<file path="src/rtl/btn_pkg.sv">
// btn_pkg: button indices, channel state encoding and a width helper
package btn_pkg;
  localparam int BTN_D = 0;
  localparam int BTN_R = 1;
  localparam int BTN_U = 2;
  localparam int BTN_L = 3;
  localparam int BTN_C = 4;
  localparam int NUM_BTN = 5;
  typedef enum logic [1:0] {IDLE, RISE_WAIT, HELD, FALL_WAIT} btn_state_t;
  function automatic int max2(input int a, input int b);
    return (a > b) ? a : b;
  endfunction
endpackage

</file>
<file path="src/rtl/button_channel.sv">
// button_channel: synchronizer, debounce FSM and auto-repeat for one button
module button_channel
  import btn_pkg::*;
#(
  parameter int DEBOUNCE_CYCLES = 8,
  parameter int REPEAT_DELAY = 0,
  parameter int REPEAT_PERIOD = 16
) (
  input  logic clk,
  input  logic rst_n,
  input  logic raw,
  output logic level,
  output logic press,
  output logic rel
);
  localparam int CW = $clog2(DEBOUNCE_CYCLES + 1);
  localparam int RW = $clog2(max2(REPEAT_DELAY, REPEAT_PERIOD) + 1);
  logic sync1, sync2, rep, rep_n, level_n, press_n, rel_n;
  logic rising, waiting, start, cont, done, fire;
  btn_state_t state, state_n;
  logic [CW-1:0] cnt, cnt_n, cnt_inc;
  logic [RW-1:0] rcnt, rcnt_n, rtgt;
  always_comb begin
    rising = (state == IDLE) || (state == RISE_WAIT);
    waiting = (state == RISE_WAIT) || (state == FALL_WAIT);
    start = !waiting && (sync2 == (state == IDLE));
    cont = waiting && (sync2 == (state == RISE_WAIT));
    cnt_inc = (cnt == CW'(DEBOUNCE_CYCLES)) ? cnt : cnt + 1'b1;
    done = (start && DEBOUNCE_CYCLES == 1) || (cont && cnt_inc == CW'(DEBOUNCE_CYCLES));
    rtgt = rep ? RW'(REPEAT_PERIOD) : RW'(REPEAT_DELAY);
    fire = (REPEAT_DELAY > 0) && (RW'(rcnt + 1'b1) == rtgt);
    state_n = state;
    cnt_n = cnt;
    rcnt_n = rcnt;
    rep_n = rep;
    level_n = level;
    press_n = 1'b0;
    rel_n = 1'b0;
    if (done) begin
      state_n = rising ? HELD : IDLE;
      cnt_n = '0;
      level_n = rising;
      press_n = rising;
      rel_n = !rising;
      rcnt_n = '0;
      rep_n = 1'b0;
    end else if (start) begin
      state_n = rising ? RISE_WAIT : FALL_WAIT;
      cnt_n = CW'(1);
    end else if (cont) begin
      cnt_n = cnt_inc;
    end else if (waiting) begin
      // mismatch mid-wait: fall back; rcnt untouched so repeat resumes in phase
      state_n = rising ? IDLE : HELD;
      cnt_n = '0;
    end else if (state == HELD && REPEAT_DELAY > 0) begin
      rcnt_n = fire ? '0 : rcnt + 1'b1;
      rep_n = rep | fire;
      press_n = fire;
    end
  end
  always_ff @(posedge clk) begin
    if (!rst_n) begin
      {sync2, sync1} <= 2'b00;
      state <= IDLE;
      cnt <= '0;
      rcnt <= '0;
      rep <= 1'b0;
      level <= 1'b0;
      press <= 1'b0;
      rel <= 1'b0;
    end else begin
      {sync2, sync1} <= {sync1, raw};
      state <= state_n;
      cnt <= cnt_n;
      rcnt <= rcnt_n;
      rep <= rep_n;
      level <= level_n;
      press <= press_n;
      rel <= rel_n;
    end
  end
endmodule

</file>
<file path="src/rtl/button_conditioner.sv">
// button_conditioner: five independent debounced button channels {C,L,U,R,D}
module button_conditioner
  import btn_pkg::*;
#(
  parameter int DEBOUNCE_CYCLES = 8,
  parameter int REPEAT_DELAY = 0,
  parameter int REPEAT_PERIOD = 16
) (
  input  logic               clk,
  input  logic               rst_n,
  input  logic [NUM_BTN-1:0] btn_raw,
  output logic [NUM_BTN-1:0] btn_level,
  output logic [NUM_BTN-1:0] btn_press,
  output logic [NUM_BTN-1:0] btn_release
);
  for (genvar i = 0; i < NUM_BTN; i++) begin : ch
    button_channel #(
      .DEBOUNCE_CYCLES(DEBOUNCE_CYCLES),
      .REPEAT_DELAY(REPEAT_DELAY),
      .REPEAT_PERIOD(REPEAT_PERIOD)
    ) u_ch (
      .clk(clk),
      .rst_n(rst_n),
      .raw(btn_raw[i]),
      .level(btn_level[i]),
      .press(btn_press[i]),
      .rel(btn_release[i])
    );
  end
endmodule

</file>
<file path="config.mk">
export PLATFORM = sky130hd
export DESIGN_NAME = button_conditioner
export DESIGN_NICKNAME = d
export VERILOG_FILES = /design/src/rtl/btn_pkg.sv /design/src/rtl/button_channel.sv /design/src/rtl/button_conditioner.sv
export SDC_FILE = /design/constraint.sdc
export NUM_CORES = 1
export LEC_CHECK = 0
export ABC_CLOCK_PERIOD_IN_PS = 2100
export CAP_MARGIN = 25
export CORE_MARGIN = 8
export CORE_UTILIZATION = 50
export CTS_BUF_LIST = sky130_fd_sc_hd__clkbuf_8
export CTS_CLUSTER_DIAMETER = 30
export CTS_CLUSTER_SIZE = 30
export DETAILED_ROUTE_END_ITERATION = 8
export GPL_TIMING_DRIVEN = 0
export PLACE_DENSITY = 0.79
export SYNTH_ARGS = -nofsm -noshare
export SYNTH_HDL_FRONTEND = slang
export SYNTH_SLANG_ARGS = --single-unit
</file>
<file path="constraint.sdc">
create_clock -name clk -period 2.1 [get_ports clk]
set_clock_uncertainty 0.2 [all_clocks]
set_input_delay 0.42 -clock clk [delete_from_list [all_inputs] [get_ports clk]]
set_output_delay 0.42 -clock clk [all_outputs]
set_load 0.005 [all_outputs]
</file>
==> Word level (Yosys, flattened, before mapping) <==
Index checks and enable logic that the tools add are counted.
{ "totals": {"ff_bits": 55, "latch_bits": 0, "ramBits": 0, "rom_bits": 0, "in_bits": 7, "out_inout_bits": 15, "word_cells": 211, "memories": 0} }
{ "op_classes": {"addsub": 5, "multipliers": 0, "div_mod_pow": 0, "n_lt_le_gt_ge": 0, "eq_ne": 35, "n_shift": 0, "n_mux": 55, "bitwise_logic": 1, "n_reduce_logical": 75} }
{ "ops": {"columns": ["operator", "count"], "rows": [
  ["$mux 2", 35],
  ["$mux 4", 15],
  ["$eq 4x4->1 const B", 10],
  ["$reduce_bool 3->1", 10],
  ["$add 4x1->4 const B", 5],
  ["$reduce_and 2->1", 10],
  ["$logic_and 1x1->1", 15],
  ["$ne 3x2->1 const B", 5],
  ["$reduce_or 3->1", 5],
  ["$eq 1x1->1", 10],
  ["$eq 2x1->1 const B", 5],
  ["$eq 2x2->1 const B", 5],
  ["$logic_not 1->1", 10],
  ["$logic_not 2->1", 5],
  ["$logic_or 1x1->1", 10],
  ["$reduce_bool 2->1", 5],
  ["$reduce_or 2->1", 5],
  ["$mux 1", 5],
  ["$not 1->1", 1]
]} }

==> Depth between registers and ports, before layout <==
Gate-level depths: netlist of run 1.
{ "logic_depth": {"word_depth": 7, "depth_mapped": 6} }

==> Modules after synthesis <==
Synthesis of run 1 repeated with hierarchy kept, for this count alone.
{ "hier_totals": {"cells_unflattened": 285, "area_unflattened_um2": 2665.1} }
{ "by_module_without_submodules": {"columns": ["module", "n_inst", "cells_per_inst", "area_per_inst_um2", "seq_area_each_um2"], "rows": [
  ["button_channel", 5, 57, 533.0, 220.2]
]} }

==> Worst setup path before layout of run 1 <==
OpenSTA, ideal clock, no wires.
{ "synth_path": {"kind": "flip-flop to flip-flop", "start": "register ch[3].u_ch.cnt[0]", "end": "register ch[3].u_ch.level", "setup_ns": 0.079, "arrival_time_ns": 1.880, "path_slack_ns": -0.059, "path_stages_with_launch": 7, "n_path_buf": 0, "cell_sequence": "dfxtp_1 > inv_1 > ha_1 > or4b_4 > o211a_2 > or3_4 > o221ai_2"} }
{ "synth_via": {"elab_chain_len": 4, "elab_cells_between_ends": 5, "classes_between": "add/sub (1); eq/ne (2); mux (1); reduce/logical (1)"} }
{ "synth_lines": {"columns": ["element", "line", "text"], "rows": [
  ["start, declared", "button_channel.sv:21", "logic [CW-1:0] cnt, cnt_n, cnt_inc;"],
  ["start signal, assigned", "button_channel.sv:75", "cnt <= cnt_n;"],
  ["$add 4x1->4 or $eq 4x4->1 (tied branches)", "button_channel.sv:28", "cnt_inc = (cnt == CW'(DEBOUNCE_CYCLES)) ? cnt : cnt + 1'b1;"],
  ["$mux 4 (*)", "button_channel.sv:28", null],
  ["$eq 4x4->1 (*)", "button_channel.sv:29", "done = (start && DEBOUNCE_CYCLES == 1) || (cont && cnt_inc == CW'(DEBOUNCE_CYCLES));"],
  ["$logic_and 1x1->1 (*)", "button_channel.sv:29", null],
  ["end signal, assigned", "button_channel.sv:78", "level <= level_n;"],
  ["end, declared", "button_channel.sv:12", "output logic level,"]
]} }
Every way passes the cells marked *; elsewhere a longest branch is shown, timed or not.
A chain may end at the register's enable or synchronous reset.

==> Worst setup path after layout of run 1 <==
Same ends and word-level chain as after synthesis.

==> flow_metrics.tcl, run 1 <==
set metrics [dict create \
    run_status "complete, no violations" \
    rows 27 \
    finalNetCount 371 \
    postSynthRegisterBits 55 \
    global_route.usage.total 0.1392 \
    setup_total_negative_slack_ps 0 \
    end_kind "flip-flop" \
    critical_path_arrival_ps 2090 \
    regToRegStartpoint "ch[3].u_ch.cnt[0]$_SDFFE_PP0P_" \
    starting_density 0.5153 \
    setup_slack_ps 49.33 \
    seq_area_frac_synth 0.3904 \
    slew_headroom 0.5170 \
    fin_crit_sh 0.9765 \
    num_antenna_cells 0 \
    startpoint_type "flip-flop" \
    detailroute.via_count 2293 \
    avg_cell_area_syn_um2 8.786 \
    core_area_um2 5473 \
    timing_hold_violations_final 0 \
    detail_route.vias_per_cell 5.370 \
    p_per_area_nw_per_um2 542.7 \
    place_hpwl_um 4011 \
    report.power.total_w 0.001832 \
    reg2reg_depth 6 \
    crit_fanout 4 \
    first_global_vias 2164 \
    die_area_um2 8299 \
    post_synth_main_area_contributors "dfxtp_1, ha_1, buf_4, nand2_1, a21oi_1" \
    critPathLaunch "ch[3].u_ch.cnt[0]$_SDFFE_PP0P_" \
    placed_cell_area_um2 3122 \
    clock_tree.htree_level_count 2 \
    filler_cell_count 494 \
    design.portCount 22 \
    post-route-drc-count 0 \
    clk-insertion-delay-late_ps 320 \
    cts-root-buf "clkbuf_8" \
    final-setup-viol-count 0 \
    worstMarginPinSlew_ps 718.1 \
    postRouteWirelength_um 5848 \
    final.hold.worst_slack_ps 241.5 \
    grt_remaining_overflow 0 \
    tritoncts "yes" \
    antenna_violations_before_repair 0 \
    wire_per_inst_um 13.70 \
    placement.setup.worst_slack_ps -463.1 \
    synth_area_um2 2820 \
    synth.top_cell.area_share 0.3904 \
    gp_congestion 0.9065 \
    clock_buffer_count_from_cts 5 \
    synth_top_area_cell "dfxtp_1" \
    1st_iter_drt_viols 86 \
    postSynthCellCount 321 \
    asyncSetResetFlopFracSynth 0 \
    synth.net_count 338 \
    synthDistinctLibCells 57 \
    holdPathStages 1 \
    area_growth_pct 19.70 \
    number_of_warnings_issued_by_yosys 0 \
    min_path_type "reg -> reg" \
    timing.hold.worst.start "ch[3].u_ch.sync1$_SDFF_PN0_" \
    synth_ff_type "dfxtp_1" \
    final_layout_size_suffix_gt1_frac 0.1859 \
    grt_start_max_net_pins 19 \
    grt_first_pass_wirelength_um 9660 \
    reg2reg_slack_ps 50 \
    multiInputGateArea_um2 1607 \
    register_area_um2 1119 \
    fp.dieW_um 91.10 \
    die_h_um 91.10 \
    finalCriticalPeriod_ps 2051 \
    max_cap_violations 0 \
    max-clock-path-buffers 2 \
    crit_path_required_time_ps 2140 \
    max_clock_freq_ghz 0.4876 \
    clk_pin_slew_worst_paths_ps 100 \
    antenna_left 0 \
    detailedRoute.firstPassIterationCount 4 \
    count_of_flip_flops_with_a_built_in_enable_after_synthesis 0 \
    numClockSinks 55 \
    timing.setup.critical_path_class "reg -> reg" \
    portBuffers 21 \
    peakVddDrop_uv 383.6 \
    stdcell_area_um2 3376 \
    leakage_power_nw 1.235 \
    final-max-slew-violation-count 0 \
]
==> worst max-delay path: stages (launching register included) <==
cell and delay [ps]:
dfxtp_4 380, inv_2 50, ha_4 160, or4b_4 520
o211a_4 160, or3_4 340, o221ai_2 170
==> power by group <==
group	leakage (nW)	switching, W	internal (W)
logic	0.745	0.0000774	0.0000646
registers	0.450	0.0000182	0.00106
clock network	0.0408	0.000372	0.000239
total	1.24	0.000468	0.00136
==> kinds of logic after synthesis <==
group / synth area share
mux: 0.02618
buf+inv: 0.07720
xor+xnor: 0.04037
compound gates: 0.1602
simple gates: 0.2613
flops: 0.3904
fa+ha+maj: 0.04437
==> what timing repair did <==
item | 4_1_cts | 5_1_grt
hold buffers | 0 | 0
endpoints found under the setup margin | 19 | 17
gates cloned | 0 | 0
setup buffers | 3 | 2
pin swaps | 4 | 6
hold endpoints to repair | 0 | 0
gates resized for setup | 11 | 20
==> worst paths after layout <==
check / end
max: ch[3].u_ch.level$_SDFFE_PN0P_
min: ch[3].u_ch.sync2$_SDFF_PN0_
max reg2reg: ch[3].u_ch.level$_SDFFE_PN0P_
min reg2reg: ch[3].u_ch.sync2$_SDFF_PN0_
==> registers in the layout, indices dropped and copies added (netlist names) <==
| signal | flops |
|---|---|
| ch.u_ch.level | 5 |
| ch.u_ch.sync1 | 5 |
| ch.u_ch.press | 5 |
| ch.u_ch.cnt | 20 |
| ch.u_ch.rel | 5 |
| ch.u_ch.sync2 | 5 |
| ch.u_ch.state | 10 |
==> final cells by class <==
| cell class | instances | area share |
|---|---|---|
| multi-input cells | 224 | 0.4759 |
| flip-flops and latches | 55 | 0.3314 |
| repair buffers | 26 | 0.07339 |
| plain buffers | 23 | 0.04411 |
| well taps | 72 | 0.02669 |
| inverters | 19 | 0.02113 |
| clock buffers | 5 | 0.02039 |
| clock inverters | 3 | 0.007042 |
==> layout by cell type, fill, tap and decap left out, drive strengths merged, types with 3 or more instances in the layout <==
master         synthesis  routed
dfxtp                 55      55
nand2                 31      31
nor2                  21      21
buf                   16      21
clkdlybuf4s50          0      21
inv                   19      20
a21oi                 17      17
clkbuf                 7      12
and2                  11      11
o21ai                 11      11
ha                    10      10
nand3                  9       9
xor2                   7       7
xnor2                  6       6
nor3                   6       6
and3                   6       6
o211ai                 5       5
or3                    5       5
nor2b                  5       5
and3b                  5       5
a21boi                 4       4
nand3b                 4       4
or3b                   4       4
nor3b                  4       4
mux2i                  4       4
mux2                   3       3
nand4b                 3       3
a2bb2oi                3       3
nand2b                 3       3
nor4                   3       3
==> layer usage <==
layer  GRT usage  wire [um]  share of wire  vias up
li1            -          -              -     1186
met1      0.1536       2564           0.44     1062
met2      0.2443       2922           0.50       35
met3     0.03621        241          0.041       10
met4     0.06412        119          0.020        0
met5           0          0              0        -
==> cells in the mapped netlist (7+ instances only) <==
cell type  number
inv_1          19
nor2_1         21
nand3_1         9
a21oi_1        17
clkbuf_1        7
buf_4          16
xor2_1          7
and2_1         11
ha_1           10
nand2_1        31
o21ai_0        11
dfxtp_1        55
==> stage by stage <==
step                      utilization  cells
after floorplan                     -    321
after global placement         0.5704    414
after detailed placement       0.5704    414
after CTS                      0.5985    425
after global routing           0.6168    427
final                          0.6168    427
No activity file was read; power rests on OpenSTA's default activity.
==> inputs of run 2 (changes only) <==
--- a/config.mk
+++ b/config.mk
@@ -5,16 +5,16 @@
 export SDC_FILE = /design/constraint.sdc
 export NUM_CORES = 1
 export LEC_CHECK = 0
-export ABC_CLOCK_PERIOD_IN_PS = 2100
+export ABC_CLOCK_PERIOD_IN_PS = 2310
 export CAP_MARGIN = 25
 export CORE_MARGIN = 8
 export CORE_UTILIZATION = 50
 export CTS_BUF_LIST = sky130_fd_sc_hd__clkbuf_8
-export CTS_CLUSTER_DIAMETER = 30
+export CTS_CLUSTER_DIAMETER = 60
 export CTS_CLUSTER_SIZE = 30
 export DETAILED_ROUTE_END_ITERATION = 8
 export GPL_TIMING_DRIVEN = 0
-export PLACE_DENSITY = 0.79
+export PLACE_DENSITY = 0.76
 export SYNTH_ARGS = -nofsm -noshare
 export SYNTH_HDL_FRONTEND = slang
 export SYNTH_SLANG_ARGS = --single-unit
==> constraint.sdc (replaced) <==
create_clock -name clk -period 2.31 [get_ports clk]
set_clock_uncertainty 0.2 [all_clocks]
set_input_delay 0.462 -clock clk [delete_from_list [all_inputs] [get_ports clk]]
set_output_delay 0.462 -clock clk [all_outputs]
set_load 0.005 [all_outputs]
==> flow_metrics.tcl, run 2 (synthesis gave the netlist of run 1 again) <==
set metrics [dict create \
    run_status "complete, no violations" \
    detail_route.vias_per_cell 5.451 \
    cts_setup_buffers 0 \
    leakage_power_nw 1.218 \
    timing.setup.critical_path_class "reg -> reg" \
    largest_register_ff_count 20 \
    slew_headroom 0.5424 \
    postRouteWirelength_um 5647 \
    portBuffers 21 \
    detailedRoute.firstPassIterationCount 4 \
    gp_congestion 0.8626 \
    max_clock_freq_ghz 0.4500 \
    min_path_type "reg -> reg" \
    wire_per_inst_um 13.41 \
    grt_start_max_net_pins 16 \
    core_area_um2 5473 \
    rows 27 \
    reg_top3 "ch.u_ch.cnt (20), ch.u_ch.state (10)" \
    finalNetCount 366 \
    fp.dieW_um 91.10 \
    crit_path_required_time_ps 2350 \
    grt_first_pass_wirelength_um 9777 \
    global_route.usage.total 0.1387 \
    critical_path_arrival_ps 2260 \
    num_antenna_cells 0 \
    die_area_um2 8299 \
    holdBufCountCts 0 \
    numClockSinks 55 \
    clock_buffer_count_from_cts 5 \
    end_kind "flip-flop" \
    final.hold.worst_slack_ps 238.5 \
    worstMarginPinSlew_ps 684.6 \
    1st_iter_drt_viols 126 \
    final_layout_size_suffix_gt1_frac 0.1232 \
    reg2reg_depth 6 \
    timing_hold_violations_final 0 \
    clk-insertion-delay-late_ps 300 \
    starting_density 0.5153 \
    comb_power_share 0.067 \
    detailroute.via_count 2295 \
    clk_pin_slew_worst_paths_ps 90 \
    antenna_violations_before_repair 0 \
    final-setup-viol-count 0 \
    max_cap_violations 0 \
    netSwitchingPower_w 0.0003800 \
    final-max-slew-violation-count 0 \
    timing.hold.worst.start "ch[2].u_ch.sync1$_SDFF_PN0_" \
    placed_cell_area_um2 3120 \
    tritoncts "yes" \
    place_hpwl_um 4049 \
    layout.cells.most_common_list "dfxtp_1, nand2_1, nor2_1, clkdlybuf4s50_1, inv_1" \
    cts-root-buf "clkbuf_8" \
    reg2reg_to "ch[3].u_ch.level$_SDFFE_PN0P_" \
    clock_power_share 0.358 \
    setup_total_negative_slack_ps 0 \
    internal_power_w 0.001329 \
    area_growth_pct 15.84 \
    reg2reg_slack_ps 90 \
    holdPathStages 1 \
    top_register "ch.u_ch.cnt" \
    startpoint_type "flip-flop" \
    crit_fanout 4 \
    final_common_cell "dfxtp_1" \
    antenna_left 0 \
    finalCriticalPeriod_ps 2222 \
    max-clock-path-buffers 2 \
    switching_share 0.2223 \
    regToRegStartpoint "ch[3].u_ch.cnt[1]$_SDFFE_PP0P_" \
    p_per_area_nw_per_um2 523.1 \
    p_seq_frac 0.575 \
    post-route-drc-count 0 \
    min_to "ch[2].u_ch.sync2$_SDFF_PN0_" \
    first_global_vias 2216 \
    clock_tree.htree_level_count 2 \
    stdcell_area_um2 3267 \
    fin_crit_sh 0.9620 \
    peakVddDrop_uv 263.2 \
    die_h_um 91.10 \
    design.portCount 22 \
    grt_remaining_overflow 0 \
]
## run 2: cell type report
class                      count  area, um^2
buffer                        23       147.6
clock buffer                   5       68.82
clock inverter                 2       33.78
fill                         502        2206
inverter                      19       71.32
multi-input combinational    224        1540
sequential                    55        1105
tap                           72       90.09
timing repair buffer          21       210.2
## run 2: worst max-delay path by stage
stage	startpoint	end	slack [ps]	cells after the start
after floorplan	ch[3].u_ch.cnt[0]$_SDFFE_PP0P_	ch[3].u_ch.level$_SDFFE_PN0P_	150	6
after global placement	rst_n	ch[3].u_ch.level$_SDFFE_PN0P_	-150	5
after detailed placement	rst_n	ch[4].u_ch.level$_SDFFE_PN0P_	-160	5
after CTS	ch[3].u_ch.cnt[0]$_SDFFE_PP0P_	ch[3].u_ch.level$_SDFFE_PN0P_	2	6
after global routing	ch[2].u_ch.cnt[0]$_SDFFE_PP0P_	ch[2].u_ch.rel$_SDFF_PN0_	-0.4	6
final	ch[3].u_ch.cnt[1]$_SDFFE_PP0P_	ch[3].u_ch.level$_SDFFE_PN0P_	90	6
## run 2: power by group through the flow
stage	clock (W)	combinational, W	sequential (W)
finish	0.000612	0.000115	0.000982
global route	0.000656	0.000128	0.000985
CTS	0.000624	0.000111	0.000982
detailed placement	0	0.000109	0.00100
global placement	0	0.000105	0.00100
floorplan	0	0.0000729	0.000999
## run 2: repair_timing
action,in CTS,in global routing
hold endpoints to repair,0,0
endpoints found under the setup margin,1,11
resized for setup,1,9
pin swaps,0,0
## run 2: worst max-delay path, cell delays in order (launching register included)
cell and delay [ps]:
dfxtp_1 410, inv_1 80, ha_1 230, or4b_4 530, o211a_2 150, or3_4 400
o221ai_2 150
## run 2: metrics by stage
stage	power [W]	std cells	setup WS, ps	utilization
final	0.001709	421	87.68	0.5969
after global routing	0.001769	421	-0.3830	0.5969
after CTS	0.001717	421	1.704	0.5901
after detailed placement	0.001113	414	-161.2	0.5702
after global placement	0.001109	414	-154.0	0.5702
after floorplan	0.001072	321	151.0	-
## run 2: routing by layer
layer  global-route usage  share of wire  up-vias
met4              0.04775          0.013        0
li1                     -              -     1175
met3              0.03128          0.041        8
met5                    0              0        -
met1               0.1546           0.46     1071
met2               0.2521           0.49       41
